<file path="config.mk">
export PLATFORM = sky130hd
export DESIGN_NAME = pc_sequencer_flat
export DESIGN_NICKNAME = d
export VERILOG_FILES = /design/src/rtl/pc_seq_pkg.sv /design/src/rtl/pc_sequencer_if.sv /design/src/rtl/pc_sequencer.sv /design/src/flat_wrapper.sv
export SDC_FILE = /design/constraint.sdc
export NUM_CORES = 1
export LEC_CHECK = 0
export CAP_MARGIN = 20
export CORE_MARGIN = 1.5
export CORE_UTILIZATION = 30
export CTS_BUF_LIST = sky130_fd_sc_hd__clkbuf_2 sky130_fd_sc_hd__clkbuf_4 sky130_fd_sc_hd__clkbuf_8
export DETAILED_ROUTE_END_ITERATION = 7
export PLACE_DENSITY = 0.67
export SLEW_MARGIN = 10
export SYNTH_ARGS = -nofsm -noshare
export SYNTH_HDL_FRONTEND = slang
export SYNTH_SLANG_ARGS = --single-unit
</file>
<file path="constraint.sdc">
create_clock -name clk -period 3.01 [get_ports clk]
set_input_delay 0.602 -clock clk [delete_from_list [all_inputs] [get_ports clk]]
set_output_delay 0.602 -clock clk [all_outputs]
set_load 0.02 [all_outputs]
</file>
<file path="src/rtl/pc_seq_pkg.sv">
// pc_seq_pkg: op, state and fault encodings plus default sizes for the program-counter sequencer
package pc_seq_pkg;
  localparam int ADDR_W = 11;
  localparam int DEPTH = 16;
  typedef enum logic [2:0] {NEXT = 3'd0, JUMP = 3'd1, BRANCH = 3'd2, CALL = 3'd3, RET = 3'd4} op_t;
  typedef enum logic [1:0] {INIT = 2'd0, RUN = 2'd1, FAULT = 2'd2} state_t;
  typedef enum logic [1:0] {NONE = 2'd0, OVF = 2'd1, UNF = 2'd2} fault_t;
endpackage

</file>
<file path="src/rtl/pc_sequencer_if.sv">
// pc_sequencer_if: strobes and data between the sequencer and its parent-owned return stack
interface pc_sequencer_if #(parameter int ADDR_W = pc_seq_pkg::ADDR_W) ();
  logic stack_push;
  logic stack_pop;
  logic stack_clr;
  logic [ADDR_W-1:0] stack_wdata;
  logic [ADDR_W-1:0] stack_rdata;
  modport master (output stack_push, stack_pop, stack_clr, stack_wdata, input stack_rdata);
  modport slave (input stack_push, stack_pop, stack_clr, stack_wdata, output stack_rdata);
endinterface

</file>
<file path="src/rtl/pc_sequencer.sv">
// pc_sequencer: program counter with call/return via an external stack and sticky overflow/underflow fault
module pc_sequencer #(
  parameter int ADDR_W = pc_seq_pkg::ADDR_W,
  parameter int DEPTH = pc_seq_pkg::DEPTH
) (
  input  logic              clk,
  input  logic              reset,
  input  logic              stall,
  input  logic [2:0]        op,
  input  logic [ADDR_W-1:0] target,
  input  logic              cond,
  output logic [ADDR_W-1:0] pc,
  output logic [4:0]        depth,
  output logic [1:0]        fault,
  pc_sequencer_if.master    stk
);
  import pc_seq_pkg::*;
  localparam logic [4:0] FULL = 5'(DEPTH);
  state_t state;
  logic [ADDR_W-1:0] pc_inc;
  logic run;
  assign pc_inc = pc + ADDR_W'(1);
  assign run = state == RUN && !stall;
  assign stk.stack_push = run && op == CALL && depth != FULL;
  assign stk.stack_pop = run && op == RET && depth != '0;
  assign stk.stack_wdata = pc_inc;
  assign stk.stack_clr = state == INIT;
  always_ff @(posedge clk or negedge reset)
    if (!reset) begin
      state <= INIT;
      pc <= '0;
      depth <= '0;
      fault <= NONE;
    end else if (state == INIT) state <= RUN;
    else if (run)
      case (op_t'(op))
        JUMP: pc <= target;
        BRANCH: pc <= cond ? target : pc_inc;
        CALL:
          if (depth != FULL) begin
            pc <= target;
            depth <= depth + 5'd1;
          end else begin
            fault <= OVF;
            state <= FAULT;
          end
        RET:
          if (depth != '0) begin
            pc <= stk.stack_rdata;
            depth <= depth - 5'd1;
          end else begin
            fault <= UNF;
            state <= FAULT;
          end
        default: pc <= pc_inc;
      endcase
endmodule

</file>
<file path="src/flat_wrapper.sv">
// flat-port wrapper written by rule: the top's interface ports become plain ports
module pc_sequencer_flat import pc_seq_pkg::*;
#(
  parameter int ADDR_W = pc_seq_pkg::ADDR_W,
  parameter int DEPTH = pc_seq_pkg::DEPTH
)
  (clk, reset, stall, op, target, cond, pc, depth, fault, stk_stack_push, stk_stack_pop, stk_stack_clr, stk_stack_wdata, stk_stack_rdata);
  pc_sequencer_if #(.ADDR_W(ADDR_W)) stk_i ();
  input  logic clk;
  input  logic reset;
  input  logic stall;
  input  logic [2:0] op;
  input  logic [ADDR_W-1:0] target;
  input  logic cond;
  output logic [ADDR_W-1:0] pc;
  output logic [4:0] depth;
  output logic [1:0] fault;
  output wire logic [$bits(stk_i.stack_push)-1:0] stk_stack_push;
  output wire logic [$bits(stk_i.stack_pop)-1:0] stk_stack_pop;
  output wire logic [$bits(stk_i.stack_clr)-1:0] stk_stack_clr;
  output wire logic [$bits(stk_i.stack_wdata)-1:0] stk_stack_wdata;
  input wire logic [$bits(stk_i.stack_rdata)-1:0] stk_stack_rdata;
  assign stk_stack_push = stk_i.stack_push;
  assign stk_stack_pop = stk_i.stack_pop;
  assign stk_stack_clr = stk_i.stack_clr;
  assign stk_stack_wdata = stk_i.stack_wdata;
  assign stk_i.stack_rdata = stk_stack_rdata;
  pc_sequencer #(.ADDR_W(ADDR_W), .DEPTH(DEPTH)) u_core (.clk(clk), .reset(reset), .stall(stall), .op(op), .target(target), .cond(cond), .pc(pc), .depth(depth), .fault(fault), .stk(stk_i));
endmodule
</file>
==> results.md, run 1 <==
* Core ar. at 4661 um2
* Slew Limit Fails at 0
* CP arrival at 2270 ps
* Worst Skew at 8.599 ps
* Wire per inst at 15.32 um
* Net switching power at 944.8 uW
* Worst-path cell chain: ha_2 > nand3_1 > nor3_1 > buf_4 > xor2_1 > clkdlybuf4s50_1
* H-tree depth at 1
* Worst hold path class: flip-flop to flip-flop
* CTS Sinks at 20
* Sw Share at 42.56%
* Buf+Inv Stages, Crit Path at 2
* Grt ovf at 0
* Kind of critical path: flip-flop to output pin
* Final period utilization at 95.40%
* DIE AREA at 5229 um2
* Clock power frac at 12.2%
* Gate power share at 61.5%
* DRC Markers at 0
* Synth Warn # at 0
* Initial cell density of the core at 30.93%
* Post-Syn Nets at 176
* Largest net degree at the start of global routing at 21
* Initial antenna violation count at 0
* Via-to-Cell Ratio at 5.144
* Seq/Total Area, Yosys at 34.72%
* Die X at 72.32 um
* Vias after detailed routing at 1389
* Delay-heaviest family, CP: buffers and inverters
* I/O Buffers at 60
* Final Hold Fails at 0
* DR pass1 iterations at 4
* Maximum capacitance violations at 0
* R2R Setup Slk at 1020 ps
* Setup crit start kind: flip-flop
* Syn Area/Cell at 10.15 um2
* Worst skew pair latency at 260 ps
* FF+latch count, synth at 20
* Worst Tran Pin Value at 664.9 ps
* Ports at 61
* Asr flop ratio synth at 100.0%
* # rows at 25
* Slew HR at 55.51%
* Root Driver: clkbuf_8
* Post-layout minimum cycle time at 2872 ps
* Count leader, synth: dfrtp_1
* Synthesized netlist cell count at 142
* Routability Congestion at 0.8159
* Layout cells sized above 1 at 15.74%
* Final setup vio count at 0
* Critical Path End: stk_stack_wdata[10]
* Required @ worst endpoint at 2410 ps
* Crit. path cell count at 6
* Setup crit start: u_core.pc[1]$_DFFE_PN0P_
* Worst reg2reg endpoint: u_core.depth[3]$_DFFE_PN0P_
* Worst r2r src: u_core.depth[0]$_DFFE_PN0P_
* Clk buf depth at 2
* CTS tree: built
* CTS buffer count at 3
* Top cells by count, synth: dfrtp_1 (20), a21oi_1 (7), o21ai_0 (7)
* Leakage power at 0.0009286 uW
* Crit path max-delay cell type: clkdlybuf4s50_1
* Largest cells by area after synthesis: dfrtp_1 (35%), xnor2_1 (3.6%), ha_1 (3.5%), mux2_4 (3.1%), a211oi_4 (2.8%)
* Worst-path clk slew at 80 ps
* Mapped Area at 1441 um2
* Area share of the largest cell type after synthesis at 34.72%
* Cell variety after synth at 54
* Nets at 251
* Status: completed
* First-pass GRT wire length at 6444 um
* Pre-CTS setup slack at -7.381 ps
* Largest stage delay, worst path at 610 ps
* Layout area overhead at 56.94%
* Crit-path max FO at 7
* Post-DP HPWL at 3104 um
* Power per cell area at 981.3 nW/um2
* Placement Cell Area at 2187 um2
* Fmax achieved at 348.2 MHz
* GR Util All Layers at 15.88%
* Setup crit end kind: output pin
* Layout fillers at 450
* Post-synth EDFFs at 0
* Worst-case reg-to-reg path depth at 5
* Routed Antenna Nets at 0
* Largest area contributor in the netlist: dfrtp_1
* P_int at 1275 uW
* Final WL at 4136 um
* VDD IR max at 0.0005042 V
* Final setup margin at 138.4 ps
* First DRT Iteration DRCs at 79
* Vias in the first global route at 1299
* Flop pwr share at 26.3%
* Core Util, Final at 48.54%
* Hold_buf cts at 0
* Diodes inserted at 0
* Top FF cell, synth: dfrtp_1
* Die Height at 72.32 um
* RSZ-0062 raised after global routing: false
* Final Cell Area at 2262 um2
## stage by stage
| stage | cells | TNS [ps] | hold WS (ps) | power [uW] |
|---|---|---|---|---|
| final | 270 | 0 | 512.4 | 2220 |
| after global routing | 270 | 0 | 527.9 | 2355 |
| after CTS | 270 | 0 | 515.7 | 2232 |
| after detailed placement | 266 | -7.381 | 498.7 | 1956 |
| after global placement | 266 | 0 | 481.5 | 1949 |
| after floorplan | 142 | 0 | 306.4 | 1339 |
## how the worst min path moves through the flow
| stage | start | cells after the start | slack (ps) | endpoint |
|---|---|---|---|---|
| 2_1_floorplan | reset | 0 | 310 | u_core.depth[0]$_DFFE_PN0P_ |
| 3_3_place_gp | u_core.fault[0]$_DFFE_PN0P_ | 1 | 480 | u_core.fault[0]$_DFFE_PN0P_ |
| 3_5_place_dp | u_core.fault[0]$_DFFE_PN0P_ | 1 | 500 | u_core.fault[0]$_DFFE_PN0P_ |
| 4_1_cts | u_core.fault[0]$_DFFE_PN0P_ | 1 | 520 | u_core.fault[0]$_DFFE_PN0P_ |
| 5_1_grt | u_core.fault[0]$_DFFE_PN0P_ | 1 | 530 | u_core.fault[0]$_DFFE_PN0P_ |
| 6_report | u_core.fault[0]$_DFFE_PN0P_ | 1 | 510 | u_core.fault[0]$_DFFE_PN0P_ |
## layout make-up
cell class | count | area (um2) | share of cell area, %
Inverter | 6 | 23.77 | 1.051
Tap cell | 54 | 67.56 | 2.987
Clock inverter | 1 | 30.03 | 1.327
Multi-Input combinational cell | 114 | 907.1 | 40.10
Timing Repair Buffer | 72 | 691.9 | 30.59
Clock buffer | 3 | 41.29 | 1.825
Sequential cell | 20 | 500.5 | 22.12
## repair_timing
action	CTS	global route
setup endpoints to repair	1	2
pin swaps	0	0
endpoints found under the hold margin	0	0
setup buffers	0	0
gates resized for setup	1	2
## layout by cell type, fill, tap and decap left out, drive strengths merged, types with 3 or more instances in the layout
master and instances:
or2 5, a21oi 8, buf 12, nand3 5
dfrtp 20, o21ai 8, clkdlybuf4s50 58, o21a 4
nand2 6, a21o 3, ha 4, nor2 4
mux2 8, inv 5, clkbuf 3, a22oi 4
nor3 5, a31oi 4, a211oi 4, xnor2 6
xor2 3
## state kept, by name, summed over array words and instances (netlist names)
register,flops
u_core.pc,11
u_core.depth,5
u_core.fault,2
u_core.state,2
## power groups by stage
stage          logic [uW]  registers [uW]  clock network (uW)
2_1_floorplan         634             705                   0
6_report             1370             584                 270
4_1_cts              1370             585                 273
3_3_place_gp         1360             586                   0
5_1_grt              1460             612                 282
3_5_place_dp         1370             589                   0
## logic make-up (layout without fill, tap and decap cells)
group,count (synthesis),count (layout),synth area share (%)
AOI/OAI and AO/OA,50,50,26.82
and+or+nand+nor,42,42,18.58
DFF,20,20,34.72
xor gates and xnor gates,9,9,5.469
muxes,8,8,7.031
buffers and inverters,8,82,2.517
adders and majority gates,5,5,4.861
## layer usage
metal | global-route usage, % | share of wire, % | vias to the layer above
li1 | - | - | 695
met1 | 21.99 | 47 | 663
met2 | 26.44 | 49 | 29
met3 | 2.083 | 4.2 | 2
met4 | 3.774 | 0.70 | 0
met5 | 0 | 0 | -
Note: power is estimated with default switching activity, not from simulation.
==> run 2, diff against run 1 <==
- ABC_CLOCK_PERIOD_IN_PS: default -> 3380
- clock period: 3.01 -> 3.38 ns (I/O delays scaled with it)
==> run 2 against run 1 <==
Critical path depth fell by 2. Highest routed layer unchanged. Cell area decreased by 3.5%. Die area is the same. Sequential share of layout area is 0.81 points higher. Sequential power down 11%.
==> results.md, run 2 (synthesis gave the netlist of run 1 again) <==
* CP arrival at 2560 ps (was 2270 ps)
* Setup crit end kind: output pin (unchanged)
* Clock power frac at 9.4% (was 12.2%)
* Clk buf depth at 2 (unchanged)
* Vias in the first global route at 1353 (was 1299)
* VDD IR max at 0.0003989 V (was 0.0005042 V)
* Post-DP HPWL at 3193 um (was 3104 um)
* I/O Buffers at 60 (unchanged)
* Post-CTS setup buffer count at 0 (unchanged)
* TNS Setup at 0 ps (unchanged)
* RSZ-0062 raised after global routing: false (unchanged)
* Flop pwr share at 27.3% (was 26.3%)
* Slew HR at 37.11% (was 55.51%)
* Routed Antenna Nets at 0 (unchanged)
* Delay-heaviest family, CP: buffers and inverters (unchanged)
* Die Height at 72.32 um (unchanged)
* Layout cells sized above 1 at 12.02% (was 15.74%)
* Sw Share at 43.86% (was 42.56%)
* Post-layout minimum cycle time at 3231 ps
* Hold Crit Depth at 1 (unchanged)
* Worst r2r src: u_core.depth[0]$_DFFE_PN0P_ (unchanged)
* Root Driver: clkbuf_8 (unchanged)
* Leakage power at 0.0008605 uW (was 0.0009286 uW)
* Layout fillers at 454 (was 450)
* Hold Path Sink: u_core.fault[0]$_DFFE_PN0P_ (unchanged)
* Worst Skew at 2.460 ps (was 8.599 ps)
* Leading cell type in the layout, fill and taps excluded: clkdlybuf4s50_1 (unchanged)
* Status: completed (unchanged)
* Worst hold path class: flip-flop to flip-flop (unchanged)
* Gate power share at 63.2% (was 61.5%)
* Initial cell density of the core at 30.93% (unchanged)
* Vias after detailed routing at 1399 (was 1389)
* Largest stage delay, worst path at 650 ps (was 610 ps)
* CTS buffer count at 3 (unchanged)
* Final setup margin at 148.6 ps (was 138.4 ps)
* Largest net degree at the start of global routing at 21 (unchanged)
* Die X at 72.32 um (unchanged)
* First-pass GRT wire length at 6796 um (was 6444 um)
* Worst Tran Pin Value at 940.5 ps (was 664.9 ps)
* Grt ovf at 0 (unchanged)
* Routability Congestion at 0.7805 (was 0.8159)
* Most frequent CP cell: clkdlybuf4s50_1
* DIE AREA at 5229 um2 (unchanged)
* Setup crit start kind: primary input (was flip-flop)
* Core Util, Final at 46.82% (was 48.54%)
* Final setup vio count at 0 (unchanged)
* Final WL at 4222 um (was 4136 um)
* Cts repair resizes at 0 (was 1)
* Worst skew pair latency at 250 ps (was 260 ps)
* Slew Limit Fails at 0 (unchanged)
* Via-to-Cell Ratio at 5.340 (was 5.144)
* Final period utilization at 95.60%
* Pre-CTS setup slack at 156.3 ps (was -7.381 ps)
* CTS tree: built (unchanged)
* Worst hold slack at 512.9 ps (was 512.4 ps)
* Max reg flops at 11 (unchanged)
* Fmax achieved at 309.5 MHz
* # rows at 25 (unchanged)
* Worst reg2reg endpoint: u_core.depth[1]$_DFFE_PN0P_ (was u_core.depth[3]$_DFFE_PN0P_)
* Worst-path clk slew at 70 ps (was 80 ps)
* R2R Setup Slk at 1510 ps (was 1020 ps)
* Most frequent cells in the layout: clkdlybuf4s50_1 (60), dfrtp_1 (20), o21ai_0 (7), a21oi_1 (7) (was clkdlybuf4s50_1 (58), dfrtp_1 (20), buf_4 (12))
* Maximum capacitance violations at 0 (unchanged)
* DRC Markers at 0 (unchanged)
* DR pass1 iterations at 4 (unchanged)
* Kind of critical path: primary input to output pin (was flip-flop to output pin)
* Buf+Inv Stages, Crit Path at 2 (unchanged)
* Wire per inst at 16.11 um (was 15.32 um)
* Hold_buf cts at 0 (unchanged)
* CTS Sinks at 20 (unchanged)
* Required @ worst endpoint at 2700 ps (was 2410 ps)
* Tot Pwr at 1910 uW (was 2220 uW)
* Crit-path max FO at 3 (was 7)
* Core ar. at 4661 um2 (unchanged)
* Worst hold start: u_core.fault[0]$_DFFE_PN0P_ (unchanged)
* Final Hold Fails at 0 (unchanged)
* First DRT Iteration DRCs at 68 (was 79)
* Nets at 243 (was 251)
* P_int at 1072 uW (was 1275 uW)
* Net switching power at 837.6 uW (was 944.8 uW)
* Power per cell area at 875.2 nW/um2 (was 981.3 nW/um2)
* Ports at 61 (unchanged)
* Diodes inserted at 0 (unchanged)
* Initial antenna violation count at 0 (unchanged)
* GR Util All Layers at 16.78% (was 15.88%)
* Worst-path cell chain: clkdlybuf4s50_1 > or3b_1 > a211oi_4 > clkdlybuf4s50_1 (was ha_2 > nand3_1 > nor3_1 > buf_4 > xor2_1 > clkdlybuf4s50_1)
* Most flops, register: u_core.pc (unchanged)
* Regs by FF count: u_core.pc (11), u_core.depth (5) (unchanged)
* Worst-case reg-to-reg path depth at 4 (was 5)
* Layout area overhead at 51.39% (was 56.94%)
* H-tree depth at 1 (unchanged)
* Crit path max-delay cell type: clkdlybuf4s50_1 (unchanged)
[run 2: worst max path at each step]
stage	cells after the start	start	slack (ps)	endpoint
2_1_floorplan	8	op[0]	890	u_core.depth[4]$_DFFE_PN0P_
3_3_place_gp	4	op[2]	180	stk_stack_pop
3_5_place_dp	4	stall	160	stk_stack_push
4_1_cts	4	stall	150	stk_stack_push
5_1_grt	4	op[2]	80	stk_stack_pop
6_report	4	stall	150	stk_stack_push
[run 2: power by group through the flow]
stage / clock network, uW / registers (uW) / logic (uW)
after floorplan: 0 / 628 / 564
after global placement: 0 / 525 / 1200
after detailed placement: 0 / 525 / 1210
after CTS: 188 / 522 / 1220
after global routing: 196 / 540 / 1300
final: 180 / 521 / 1210
[run 2: worst reg2reg max path: cells and delay by family (launching register included)]
family             cells  cell delay (ps)
muxes                  1              330
AOI/OAI and AO/OA      1              140
and+or+nand+nor        2              830
DFF                    1              470
[run 2: metal layers]
layer | GRT usage, % | share of wire [%] | wire length, um | vias to the layer above
met3 | 2.361 | 4.5 | 189 | 4
met1 | 21.62 | 44 | 1849 | 674
met2 | 29.42 | 51 | 2143 | 39
met5 | 0 | 0 | 0 | -
met4 | 4.612 | 0.95 | 40 | 0
li1 | - | - | - | 682
[run 2: final cells by class]
class	count	area, um2	area share (%)
inverter	6	23.77	1.089
sequential	20	500.5	22.94
clock buffer	4	55.05	2.523
tap	54	67.56	3.096
timing repair buffer	64	630.6	28.90
multi-input combinational	114	904.6	41.46
[run 2: metrics by stage]
stage               instances  instance area [um2]
global placement          258                 2127
CTS                       262                 2182
finish                    262                 2182
global route              262                 2182
floorplan                 142                 1441
detailed placement        258                 2127
==> run 3, diff against run 2 <==
- CORE_ASPECT_RATIO: default -> 0.6
- CORE_UTILIZATION: 30 -> 40
- PLACE_DENSITY: 0.67 -> 0.83
- SLEW_MARGIN: 10 -> default
==> run 3 against run 2 <==
Clock-buffer cell count down 1. Worst setup slack worse by 24 ps. Global-route usage up 8.0 points. Cell area down 0.11%. Routed wire length up 5.9%. Critical path depth unchanged. Fmax down 0.74%. Power up 4.6%. Critical path type unchanged.
==> results.md, run 3 (synthesis gave the netlist of run 1 again) <==
* Final setup margin at 124.3 ps (was 148.6 ps)
* VDD IR max at 0.0005369 V (was 0.0003989 V)
* Leakage power at 0.0008626 uW (was 0.0008605 uW)
* Crit. path cell count at 4 (unchanged)
* Status: completed (unchanged)
* Worst-path cell chain: clkdlybuf4s50_1 > or3b_4 > a211oi_4 > clkdlybuf4s50_1 (was clkdlybuf4s50_1 > or3b_1 > a211oi_4 > clkdlybuf4s50_1)
* Worst-case reg-to-reg path depth at 4 (unchanged)
* I/O Buffers at 60 (unchanged)
* Most frequent cells in the layout: clkdlybuf4s50_1 (60), dfrtp_1 (20), o21ai_0 (7), a21oi_1 (7) (unchanged)
* Worst skew pair latency at 260 ps (was 250 ps)
* # rows at 16 (was 25)
* Wire per inst at 17.74 um (was 16.11 um)
* Hold Crit Depth at 1 (unchanged)
* TNS Setup at 0 ps (unchanged)
* Worst hold path class: flip-flop to flip-flop (unchanged)
* Worst Tran Pin Value at 902.1 ps (was 940.5 ps)
* Initial antenna violation count at 0 (unchanged)
* DRT met1 WL at 1999 um (was 1849 um)
* DR WL met3 at 502 um (was 189 um)
* DRC Markers at 0 (unchanged)
* CTS Sinks at 20 (unchanged)
* GR Util All Layers at 24.75% (was 16.78%)
* Die Height at 49.50 um (was 72.32 um)
* Fmax achieved at 307.2 MHz (was 309.5 MHz)
* Power per cell area at 916.9 nW/um2 (was 875.2 nW/um2)
* Worst-path clk slew at 80 ps (was 70 ps)
* R2R Setup Slk at 1460 ps (was 1510 ps)
* Vias after detailed routing at 1467 (was 1399)
* Die X at 80.50 um (was 72.32 um)
* Layout fillers at 265 (was 454)
* Clk buf depth at 2 (unchanged)
* Delay-heaviest family, CP: buffers and inverters (unchanged)
* Root Driver: clkbuf_8 (unchanged)
* Kind of critical path: primary input to output pin (unchanged)
* Max reg flops at 11 (unchanged)
* Crit-path max FO at 7 (was 3)
* Slew Limit Fails at 0 (unchanged)
* DR pass1 iterations at 5 (was 4)
* Routed Antenna Nets at 0 (unchanged)
* Cts repair resizes at 0 (unchanged)
* WL met2 at 1954 um (was 2143 um)
* Post-layout minimum cycle time at 3256 ps (was 3231 ps)
* Final WL at 4471 um (was 4222 um)
* Final period utilization at 96.32% (was 95.60%)
* Via-to-Cell Ratio at 5.821 (was 5.340)
* First DRT Iteration DRCs at 113 (was 68)
* Layout area overhead at 51.22% (was 51.39%)
* Most flops, register: u_core.pc (unchanged)
* CTS tree: built (unchanged)
* Vias in the first global route at 1491 (was 1353)
* Leading cell type in the layout, fill and taps excluded: clkdlybuf4s50_1 (unchanged)
* DIE AREA at 3985 um2 (was 5229 um2)
* Hold_buf cts at 0 (unchanged)
* Worst r2r src: u_core.depth[0]$_DFFE_PN0P_ (unchanged)
* Buf+Inv Stages, Crit Path at 2 (unchanged)
* Slew HR at 39.67% (was 37.11%)
* Post-CTS setup buffer count at 0 (unchanged)
* Diodes inserted at 0 (unchanged)
* Post-DP HPWL at 3442 um (was 3193 um)
* Routability Congestion at 0.8658 (was 0.7805)
* Pre-CTS setup slack at 132.9 ps (was 156.3 ps)
* Worst hold start: u_core.fault[0]$_DFFE_PN0P_ (unchanged)
* Hold Path Sink: u_core.fault[0]$_DFFE_PN0P_ (unchanged)
* Maximum capacitance violations at 0 (unchanged)
* Largest net degree at the start of global routing at 21 (unchanged)
* Core ar. at 3343 um2 (was 4661 um2)
* Final Hold Fails at 0 (unchanged)
* CP arrival at 2580 ps (was 2560 ps)
* Most frequent CP cell: clkdlybuf4s50_1 (unchanged)
* Top sig layer: met4 (unchanged)
* Setup crit end kind: output pin (unchanged)
* Worst Skew at 4.611 ps (was 2.460 ps)
* Required @ worst endpoint at 2700 ps (about the same)
* Worst reg2reg endpoint: u_core.depth[2]$_DFFE_PN0P_ (was u_core.depth[1]$_DFFE_PN0P_)
* Nets at 242 (was 243)
* Layout cells sized above 1 at 11.59% (was 12.02%)
* Regs by FF count: u_core.pc (11), u_core.depth (5) (unchanged)
* Largest stage delay, worst path at 650 ps (about the same)
* First-pass GRT wire length at 7465 um (was 6796 um)
* H-tree depth at 1 (unchanged)
* Ports at 61 (unchanged)
* Initial cell density of the core at 43.11% (was 30.93%)
* RSZ-0062 raised after global routing: false (unchanged)
* CTS buffer count at 3 (unchanged)
* Final setup vio count at 0 (unchanged)
* Setup crit start kind: primary input (unchanged)
* Crit path max-delay cell type: clkdlybuf4s50_1 (unchanged)
* Grt ovf at 0 (unchanged)
-- run 3: changes by cell type in the layout (fill, tap and decap cells not counted) --
cell	change
clkbuf_8	-1
buf_4	-1
bufinv_16	+1
-- run 3: worst max-delay path by stage --
stage / slack, ps / start / to
final: 120 / op[2] / stk_stack_pop
after global routing: 40 / u_core.pc[0]$_DFFE_PN0P_ / stk_stack_wdata[10]
after global placement: 170 / op[2] / stk_stack_pop
after detailed placement: 130 / op[2] / stk_stack_pop
after floorplan: 890 / op[0] / u_core.depth[4]$_DFFE_PN0P_
after CTS: 130 / op[2] / stk_stack_pop
-- run 3: area by class of cell --
type	instances	area [um2]	share of cell area [%]
flip-flops and latches	20	500.5	22.96
well taps	45	56.30	2.583
repair buffers	63	623.1	28.59
clock inverters	1	30.03	1.378
clock buffers	3	41.29	1.894
inverters	6	23.77	1.091
multi-input cells	114	904.6	41.50
-- run 3: per-layer routing --
layer,up-vias,track usage (%)
li1,679,-
met1,709,36.18
met2,77,35.15
met3,2,8.519
met4,0,5.172
met5,-,0
-- run 3: where the power goes --
group / leakage, uW / switching, uW / total (uW) / internal [uW]
logic: 0.000593 / 599 / 1210 / 613
registers: 0.000234 / 196 / 545 / 349
clock network: 0.0000357 / 83.0 / 241 / 158
total: 0.000863 / 878 / 2000 / 1120
-- run 3: metrics by stage --
stage                     util, %  cells  cell area, um2  power (uW)  hold slack [ps]
after floorplan                 -    142            1441        1192            380.4
after CTS                   65.19    252            2180        1997            526.0
final                       65.19    252            2180        1998            522.7
after global routing        65.19    252            2180        2122            542.1
after detailed placement    63.06    248            2108        1746            502.6
after global placement      63.06    248            2108        1719            474.3
